### src/rtl/pipe_hazard_ctrl.sv
// pipe_hazard_ctrl: hazard detection and operand-forwarding control for a
// five-stage in-order pipeline. It tracks the destinations of the two
// instructions in flight (EX and MEM) and compares them with the sources of
// the instruction in ID.
//
// The optional forwarding network is compiled in by defining the macro
// PIPE_HAZARD_FWD_EN. In the default build (macro undefined), any dependence
// on an in-flight producer stalls ID until that producer retires, and
// fwd_a/fwd_b stay at 00 (register file).
module pipe_hazard_ctrl #(
  parameter int RA_W  = 5,
  parameter int CNT_W = 16
) (
  input  logic             clk,
  input  logic             rst,
  input  logic             id_valid,
  input  logic [RA_W-1:0]  id_rs,
  input  logic [RA_W-1:0]  id_rt,
  input  logic             id_use_rs,
  input  logic             id_use_rt,
  input  logic [RA_W-1:0]  id_dest,
  input  logic             id_wr,
  input  logic             id_load,
  input  logic             flush,
  output logic             stall,
  output logic [1:0]       fwd_a,
  output logic [1:0]       fwd_b,
  output logic [CNT_W-1:0] stall_cnt,
  output logic             in_stall
);

  typedef enum logic {
    RUN   = 1'b0,
    STALL = 1'b1
  } state_t;

  // One in-flight producer: whether it will write, where, and whether the
  // value comes from memory (and so is not ready at the end of EX).
  typedef struct packed {
    logic            valid;
    logic [RA_W-1:0] dest;
    logic            load;
  } slot_t;

  localparam logic [1:0] FWD_RF  = 2'b00;
  localparam logic [1:0] FWD_EX  = 2'b01;
  localparam logic [1:0] FWD_MEM = 2'b10;

  slot_t            ex_q,  ex_d;
  slot_t            mem_q, mem_d;
  state_t           state_q, state_d;
  logic [CNT_W-1:0] cnt_q, cnt_d;

  // Register $0 is hard-wired to zero, so it never creates a dependence.
  function automatic logic slot_match(input logic            valid,
                                      input logic [RA_W-1:0] dest,
                                      input logic [RA_W-1:0] src,
                                      input logic            used);
    return valid && used && (src != '0) && (dest == src);
  endfunction

  logic ex_hit_a, ex_hit_b, mem_hit_a, mem_hit_b;

  assign ex_hit_a  = slot_match(ex_q.valid,  ex_q.dest,  id_rs, id_use_rs);
  assign ex_hit_b  = slot_match(ex_q.valid,  ex_q.dest,  id_rt, id_use_rt);
  assign mem_hit_a = slot_match(mem_q.valid, mem_q.dest, id_rs, id_use_rs);
  assign mem_hit_b = slot_match(mem_q.valid, mem_q.dest, id_rt, id_use_rt);

  // A producer in MEM has its result available whether or not it is a load,
  // and without forwarding the load flag plays no part at all.
  logic unused_load_bits;
  assign unused_load_bits = ex_q.load ^ mem_q.load;

  // Hazard decision: stall and operand selects from the slots and the ID instruction.
  always_comb begin
    // NOTE: every output gets a default first so no path leaves a latch.
    stall = 1'b0;
    fwd_a = FWD_RF;
    fwd_b = FWD_RF;
    if (!rst && id_valid && !flush) begin
`ifdef PIPE_HAZARD_FWD_EN
      // The EX slot is the youngest producer, so it is tested first. A load in
      // EX has no data yet: hold one cycle, after which it sits in MEM.
      if (ex_hit_a) begin
        if (ex_q.load) stall = 1'b1;
        else           fwd_a = FWD_EX;
      end else if (mem_hit_a) begin
        fwd_a = FWD_MEM;
      end
      if (ex_hit_b) begin
        if (ex_q.load) stall = 1'b1;
        else           fwd_b = FWD_EX;
      end else if (mem_hit_b) begin
        fwd_b = FWD_MEM;
      end
`else
      // No bypass paths: wait until the producer has written the register file.
      stall = ex_hit_a | ex_hit_b | mem_hit_a | mem_hit_b;
`endif
    end
  end

  // Next-state values: advance the slots, insert the ID instruction or a bubble.
  always_comb begin
    ex_d.valid = id_valid & id_wr & ~stall & ~flush;
    ex_d.dest  = id_dest;
    ex_d.load  = id_load;
    mem_d      = ex_q;
    state_d    = stall ? STALL : RUN;
    cnt_d      = (stall && (cnt_q != '1)) ? cnt_q + CNT_W'(1) : cnt_q;
  end

  // State registers; reset clears the slot valids, the FSM and the counter.
  always_ff @(posedge clk) begin
    // NOTE: sequential state uses <= so every register samples pre-edge values.
    if (rst) begin
      // NOTE: only valid bits are reset; dest/load are don't-care while invalid.
      ex_q.valid  <= 1'b0;
      mem_q.valid <= 1'b0;
      state_q     <= RUN;
      cnt_q       <= '0;
    end else begin
      ex_q.valid  <= ex_d.valid;
      mem_q.valid <= mem_d.valid;
      state_q     <= state_d;
      cnt_q       <= cnt_d;
    end
    ex_q.dest  <= ex_d.dest;
    ex_q.load  <= ex_d.load;
    mem_q.dest <= mem_d.dest;
    mem_q.load <= mem_d.load;
  end

  assign stall_cnt = cnt_q;
  assign in_stall  = (state_q == STALL);

endmodule

### config.mk
export PLATFORM = sky130hd
export DESIGN_NAME = pipe_hazard_ctrl
export DESIGN_NICKNAME = d
export VERILOG_FILES = /design/src/rtl/pipe_hazard_ctrl.sv
export SDC_FILE = /design/constraint.sdc
export NUM_CORES = 1
export LEC_CHECK = 0
export ABC_AREA = 1
export CORE_AREA = 2 2 71 73
export DETAILED_ROUTE_END_ITERATION = 12
export DIE_AREA = 0 0 73 75
export HOLD_SLACK_MARGIN = 0.08
export PLACE_DENSITY = 0.66
export SKIP_CTS_REPAIR_TIMING = 1
export SLEW_MARGIN = 5
export SYNTH_ARGS = -nofsm -noshare
export SYNTH_HDL_FRONTEND = slang
export SYNTH_SLANG_ARGS = --single-unit
### constraint.sdc
create_clock -name clk -period 3.73 [get_ports clk]
set_clock_uncertainty 0.15 [all_clocks]
set_input_delay 0.373 -clock clk [delete_from_list [all_inputs] [get_ports clk]]
set_output_delay 0.373 -clock clk [all_outputs]
set_load 0.05 [all_outputs]
==> results by group, run 1 <==
Status
  • Status: finished clean

Synth
  • Post-Syn Area: 0.00185 mm²
  • Sequential area share after synthesis: 0.315
  • Post-Syn Area per Cell: 5.59 µm²
  • Synth top area share: 0.315
  • Synth area leader: dfxtp_1
  • Yosys warns: 0
  • Cells after Synth: 330
  • Unique cell type count in the Yosys netlist: 22
  • Largest cells by area after synthesis: dfxtp_1 31%, nand2_1 23%, inv_1 13%
  • Post-synthesis sequential element count: 29

Global routing
  • Vias in the first global route: 1554
  • First-pass GRT wire length: 6550 µm
  • Largest net degree at the start of global routing: 33
  • Antenna violations before repair: 0
  • GRT Util Overall: 0.154
  • Global route overflow: 0

Final layout
  • Core Util, Final: 0.502
  • Seq. cell area: 581 µm²
  • Design area: 0.00234 mm²
  • Area of the multi-input gates: 940 µm²
  • N_diodes: 0
  • Ratio of cells with drive above 1 in the final layout: 0.0379
  • Layout Nets: 393
  • Commonest cells after routing, fill and taps aside: 113 x nand2_1, 65 x inv_1, 55 x nor2_1, 39 x clkdlybuf4s50_1, 29 x dfxtp_1
  • Most common cell after layout, fill and taps aside: nand2_1
  • Fillers: 504
  • Area grow syn2layout: 26.7%

Timing
  • Relative slew slack: 0.230
  • Final hold violation count: 0
  • Worst slew pin tran: 1150 ps
  • Max-slew violations: 0
  • Hold WS: 200 ps
  • Minimum clock period after layout: 3380 ps
  • Fin crit share: 0.905
  • Setup TNS: 0 ps
  • Maximum clock frequency: 296 MHz
  • Final setup viols: 0
  • RSZ-0062 raised after global routing: no

Clocking
  • Worst-path clk slew: 60 ps
  • CTS Sinks: 29
  • Clock latency on the worst-skew pair: 280 ps
  • CTS Root Cell: clkbuf_8
  • H-tree Lvls: 2
  • TritonCTS Buffers: 5
  • TritonCTS clock tree: built
  • Maximum buffer depth of the clock tree: 2

Setup path
  • WS Path Type: primary input to output port
  • R2R setup slack: 1690 ps
  • R2R depth: 10
  • Crit path DAT: 2850 ps
  • Critical Path Source: rst
  • Required @ worst endpoint: 3210 ps
  • Crit start category: primary input
  • Critical path cell sequence: clkdlybuf4s50_1, clkinv_1, nand2_1, nor2_2, nand2_1, inv_1, clkdlybuf4s50_1
  • Worst r2r src: stall_cnt[0]
  • CP max FO: 32
  • Critical Path Sink Type: output port
  • Reg-to-Reg End: stall_cnt[13]
  • Critical Path Slowest Stage Cell: nor2_2
  • CP max stage delay: 860 ps

Floorplanning
  • Starting Density: 0.396
  • Die ar.: 0.00548 mm²
  • IO Pins: 45
  • Rows: 25
  • Area of the core: 0.00466 mm²
  • Die Y: 75 µm
  • Die W: 73 µm

Min path
  • Hold path endpoint: mem_q[2]
  • Hold_sp: ex_q[2]
  • Hold depth: 0
  • Hold Path Class: flop to flop

Power and ir drop
  • P_int: 0.496 mW
  • Clock power frac: 0.392
  • Logic pwr share: 0.120
  • Sequential power share: 0.488
  • Pwr/cell area: 282 mW/mm²
  • Total power: 0.658 mW
  • Sw Ratio: 0.246
  • P_leak: 1.16 nW
  • VDD IR-drop max: 129 µV
  • Sw Pwr: 0.162 mW

Job
  • Maximum Capacitance Violations: 0

Placed design
  • Routability congestion estimate: 0.810
  • Dpl hpwl: 3010 µm
  • Port-buffer cells: 39
  • Area after DPL: 0.00225 mm²

Detailed routing
  • Total Wirelength: 4060 µm
  • Detail Route Antenna Nets: 0
  • Number of DRC markers in iteration 0: 63
  • Pre-antenna DRT Iters: 4
  • Drt via density: 4.56
  • Drc violations: 0
  • Via count: 1930
  • WL/cell: 9.59 µm
metrics by stage:
| stage | cells | worst slack [ps] |
|---|---|---|
| global placement | 416 | 378 |
| detailed placement | 416 | 368 |
| floorplan | 333 | 1760 |
| finish | 423 | 353 |
| global route | 423 | 126 |
| CTS | 423 | 341 |
flip-flops by register name (all words and copies together), names as in the netlist:
name / cells
ex_q: 6
in_stall: 1
stall_cnt: 16
mem_q: 6
power groups by stage:
stage                     combinational (mW)  sequential, mW  clock, mW
after floorplan                       0.0483           0.327          0
after global placement                0.0789           0.328          0
after detailed placement              0.0793           0.328          0
after CTS                             0.0799           0.321      0.268
after global routing                  0.0895           0.321      0.281
final                                 0.0793           0.321      0.258
per-layer routing:
| metal | up-vias | wire, µm | global-route usage |
|---|---|---|---|
| met5 | - | 0 | 0 |
| met4 | 0 | 63 | 0.0617 |
| met2 | 49 | 1860 | 0.257 |
| li1 | 1050 | - | - |
| met1 | 826 | 1910 | 0.191 |
| met3 | 5 | 224 | 0.0402 |
worst max-delay path by stage:
stage	to	slack, ps	cells after the start
after CTS	stall	340	7
after global routing	stall	130	7
after global placement	stall	380	7
after detailed placement	stall	370	7
after floorplan	stall_cnt[6]	1760	11
final	stall	350	7
kinds of logic (layout without fill, tap and decap cells):
logic type,after synthesis,in the layout,share of synthesized area
AND/OR/NAND/NOR,213,213,0.477
buffers and inverters,81,117,0.184
flip-flops,29,29,0.315
AO/OA/AOI/OAI,4,4,0.0108
adder cells (fa/ha/maj),1,1,0.00678
other,1,4,0.00203
XOR/XNOR,1,1,0.00475
area by class of cell:
cell class                 count  share of cell area
multi-input combinational    223               0.402
timing repair buffer          41               0.173
sequential                    29               0.248
tap                           54              0.0289
inverter                      69               0.111
clock buffer                   7              0.0369
cells in the mapped netlist:
library cell and instances:
nand2_2 1, nor2_2 1, buf_2 1, clkinv_1 1
o21ai_1 1, dfxtp_1 29, nor2_1 56, xnor2_1 1
nor4_1 1, a21oi_1 2, nand4_1 18, nand3_1 22
nand2_1 113, buf_4 5, inv_2 3, inv_1 65
ha_1 1, o21ai_0 1, clkbuf_1 4, nor3_1 1
buf_6 2, conb_1 1
worst max-delay path, delay by kind of cell:
| kind | cells | cell delay, ps |
|---|---|---|
| buf+inv | 4 | 1380 |
| simple gates | 3 | 1090 |
No activity file was read; power rests on OpenSTA's default activity.
==> run 2, diff against run 1 <==
--- a/config.mk
+++ b/config.mk
@@ -16,3 +16,4 @@
 export SYNTH_ARGS = -nofsm -noshare
 export SYNTH_HDL_FRONTEND = slang
 export SYNTH_SLANG_ARGS = --single-unit
+export TNS_END_PERCENT = 10
==> results of run 2 <==
Final layout, timing and power as in run 1 (identical DEF).
==> run 3, diff against run 2 <==
--- a/config.mk
+++ b/config.mk
@@ -6,11 +6,10 @@
 export NUM_CORES = 1
 export LEC_CHECK = 0
 export ABC_AREA = 1
-export CORE_AREA = 2 2 71 73
+export CORE_AREA = 2 2 59 89
 export DETAILED_ROUTE_END_ITERATION = 12
-export DIE_AREA = 0 0 73 75
+export DIE_AREA = 0 0 61 91
 export HOLD_SLACK_MARGIN = 0.08
-export PLACE_DENSITY = 0.66
 export SKIP_CTS_REPAIR_TIMING = 1
 export SLEW_MARGIN = 5
 export SYNTH_ARGS = -nofsm -noshare
==> results by group, run 3 (synthesis gave the netlist of run 1 again) <==
Job
  • Maximum Capacitance Violations: 0

Setup path
  • WS Path Type: primary input to output port
  • Crit path DAT: 1950 ps
  • Crit start category: primary input
  • Required @ worst endpoint: 3210 ps
  • Critical Path Slowest Stage Cell: clkdlybuf4s50_1
  • Critical path cell sequence: clkdlybuf4s50_1, inv_2, nand2_1, nand2_1, nor2_1, nand2_1, nor2_1, nor2_1, nand2_2, nand2_1, inv_1, buf_4
  • Largest delay contributor family on the critical path: buffers and inverters
  • CP max stage delay: 550 ps
  • Critical Path Sink Type: output port
  • CP max FO: 12
  • CP bufs+invs: 4
  • Most common cell on crit path: nand2_1

Clocking
  • Worst-path clk slew: 70 ps
  • CTS Sinks: 29
  • TritonCTS Buffers: 5
  • Maximum buffer depth of the clock tree: 2
  • Clock latency on the worst-skew pair: 280 ps
  • H-tree Lvls: 2
  • TritonCTS clock tree: built
  • CTS Root Cell: clkbuf_8

Global routing
  • Global route overflow: 0
  • Antenna violations before repair: 0
  • Vias in the first global route: 1793
  • GRT Util Overall: 0.173
  • Largest net degree at the start of global routing: 33
  • First-pass GRT wire length: 7480 µm

Detailed routing
  • Drt via density: 4.45
  • WL/cell: 10.1 µm
  • Detail Route Antenna Nets: 0
  • Via count: 1944
  • Number of DRC markers in iteration 0: 81
  • Total Wirelength: 4390 µm
  • Pre-antenna DRT Iters: 4
  • Drc violations: 0

Timing
  • Relative slew slack: 0.657
  • Maximum clock frequency: 404 MHz
  • Worst slew pin tran: 514 ps
  • Final hold violation count: 0
  • Final setup viols: 0
  • RSZ-0062 raised after global routing: no
  • Max-slew violations: 0
  • Setup TNS: 0 ps
  • Fin crit share: 0.664
  • Minimum clock period after layout: 2480 ps

Floorplanning
  • Die W: 61 µm
  • Die Y: 91 µm
  • IO Pins: 45
  • Area of the core: 0.00477 mm²
  • Die ar.: 0.00555 mm²
  • Starting Density: 0.387
  • Rows: 31

Status
  • Status: finished clean

Final layout
  • Area grow syn2layout: 28.6%
  • Area of the multi-input gates: 940 µm²
  • Fillers: 534
  • Layout Nets: 394
  • Most common cell after layout, fill and taps aside: nand2_1
  • Design area: 0.00237 mm²
  • Max reg flops: 16
  • Seq. cell area: 581 µm²
  • N_diodes: 0
  • Ratio of cells with drive above 1 in the final layout: 0.0485
  • Commonest cells after routing, fill and taps aside: 113 x nand2_1, 65 x inv_1, 55 x nor2_1, 38 x clkdlybuf4s50_1, 29 x dfxtp_1

Power and ir drop
  • VDD IR-drop max: 159 µV
  • P_leak: 1.18 nW
  • Total power: 0.697 mW
  • Pwr/cell area: 294 mW/mm²

Placed design
  • Port-buffer cells: 39
  • Dpl hpwl: 3230 µm
  • Routability congestion estimate: 0.891
  • Area after DPL: 0.00227 mm²

Min path
  • Hold Path Class: flop to flop
run 3: cell types whose count changed in the layout (fill, tap and decap cells not counted):
cell,before,now
buf_4,2,4
clkbuf_1,1,0
clkbuf_8,6,7
clkdlybuf4s50_1,39,38
clkinv_2,0,1
run 3: where the power goes:
part	internal, mW	switching, mW
sequential	0.316	0.00500
clock	0.167	0.128
combinational	0.0346	0.0469
total	0.517	0.180
run 3: path summary, 6_finish.rpt:
| check | start | end | slack [ps] | cells past startpoint |
|---|---|---|---|---|
| max | id_rs[0] | stall | 1250 | 12 |
| min | ex_q[2] | mem_q[2] | 200 | 0 |
| max reg2reg | stall_cnt[0] | stall_cnt[15] | 1700 | 10 |
| min reg2reg | ex_q[2] | mem_q[2] | 200 | 0 |
run 3: worst register-to-register path, delay by kind of cell (launching register included):
family,cells,cell delay [ps]
AND/OR/NAND/NOR,7,1030
flip-flops,1,390
adder cells (fa/ha/maj),1,200
buffers and inverters,2,160
run 3: routing by layer:
layer	vias to the layer above	GRT usage	routed length (µm)
met5	-	0	0
met1	845	0.190	1890
met4	0	0.0888	134
li1	1054	-	-
met3	9	0.0328	177
met2	36	0.299	2190
run 3: cell type report:
class	count	share of cell area
Clock buffer	7	0.0406
Clock inverter	1	0.00211
Inverter	69	0.109
Multi-Input combinational cell	223	0.396
Sequential cell	29	0.245
Tap cell	66	0.0348
Timing Repair Buffer	42	0.173
run 3: metrics by stage:
stage / util / setup WS [ps] / hold slack [ps] / cells
after floorplan: - / 1760 / 181 / 333
after global placement: 0.476 / 1230 / 193 / 429
after detailed placement: 0.476 / 1240 / 191 / 429
after CTS: 0.498 / 1230 / 204 / 437
after global routing: 0.498 / 1110 / 211 / 437
final: 0.498 / 1250 / 203 / 437
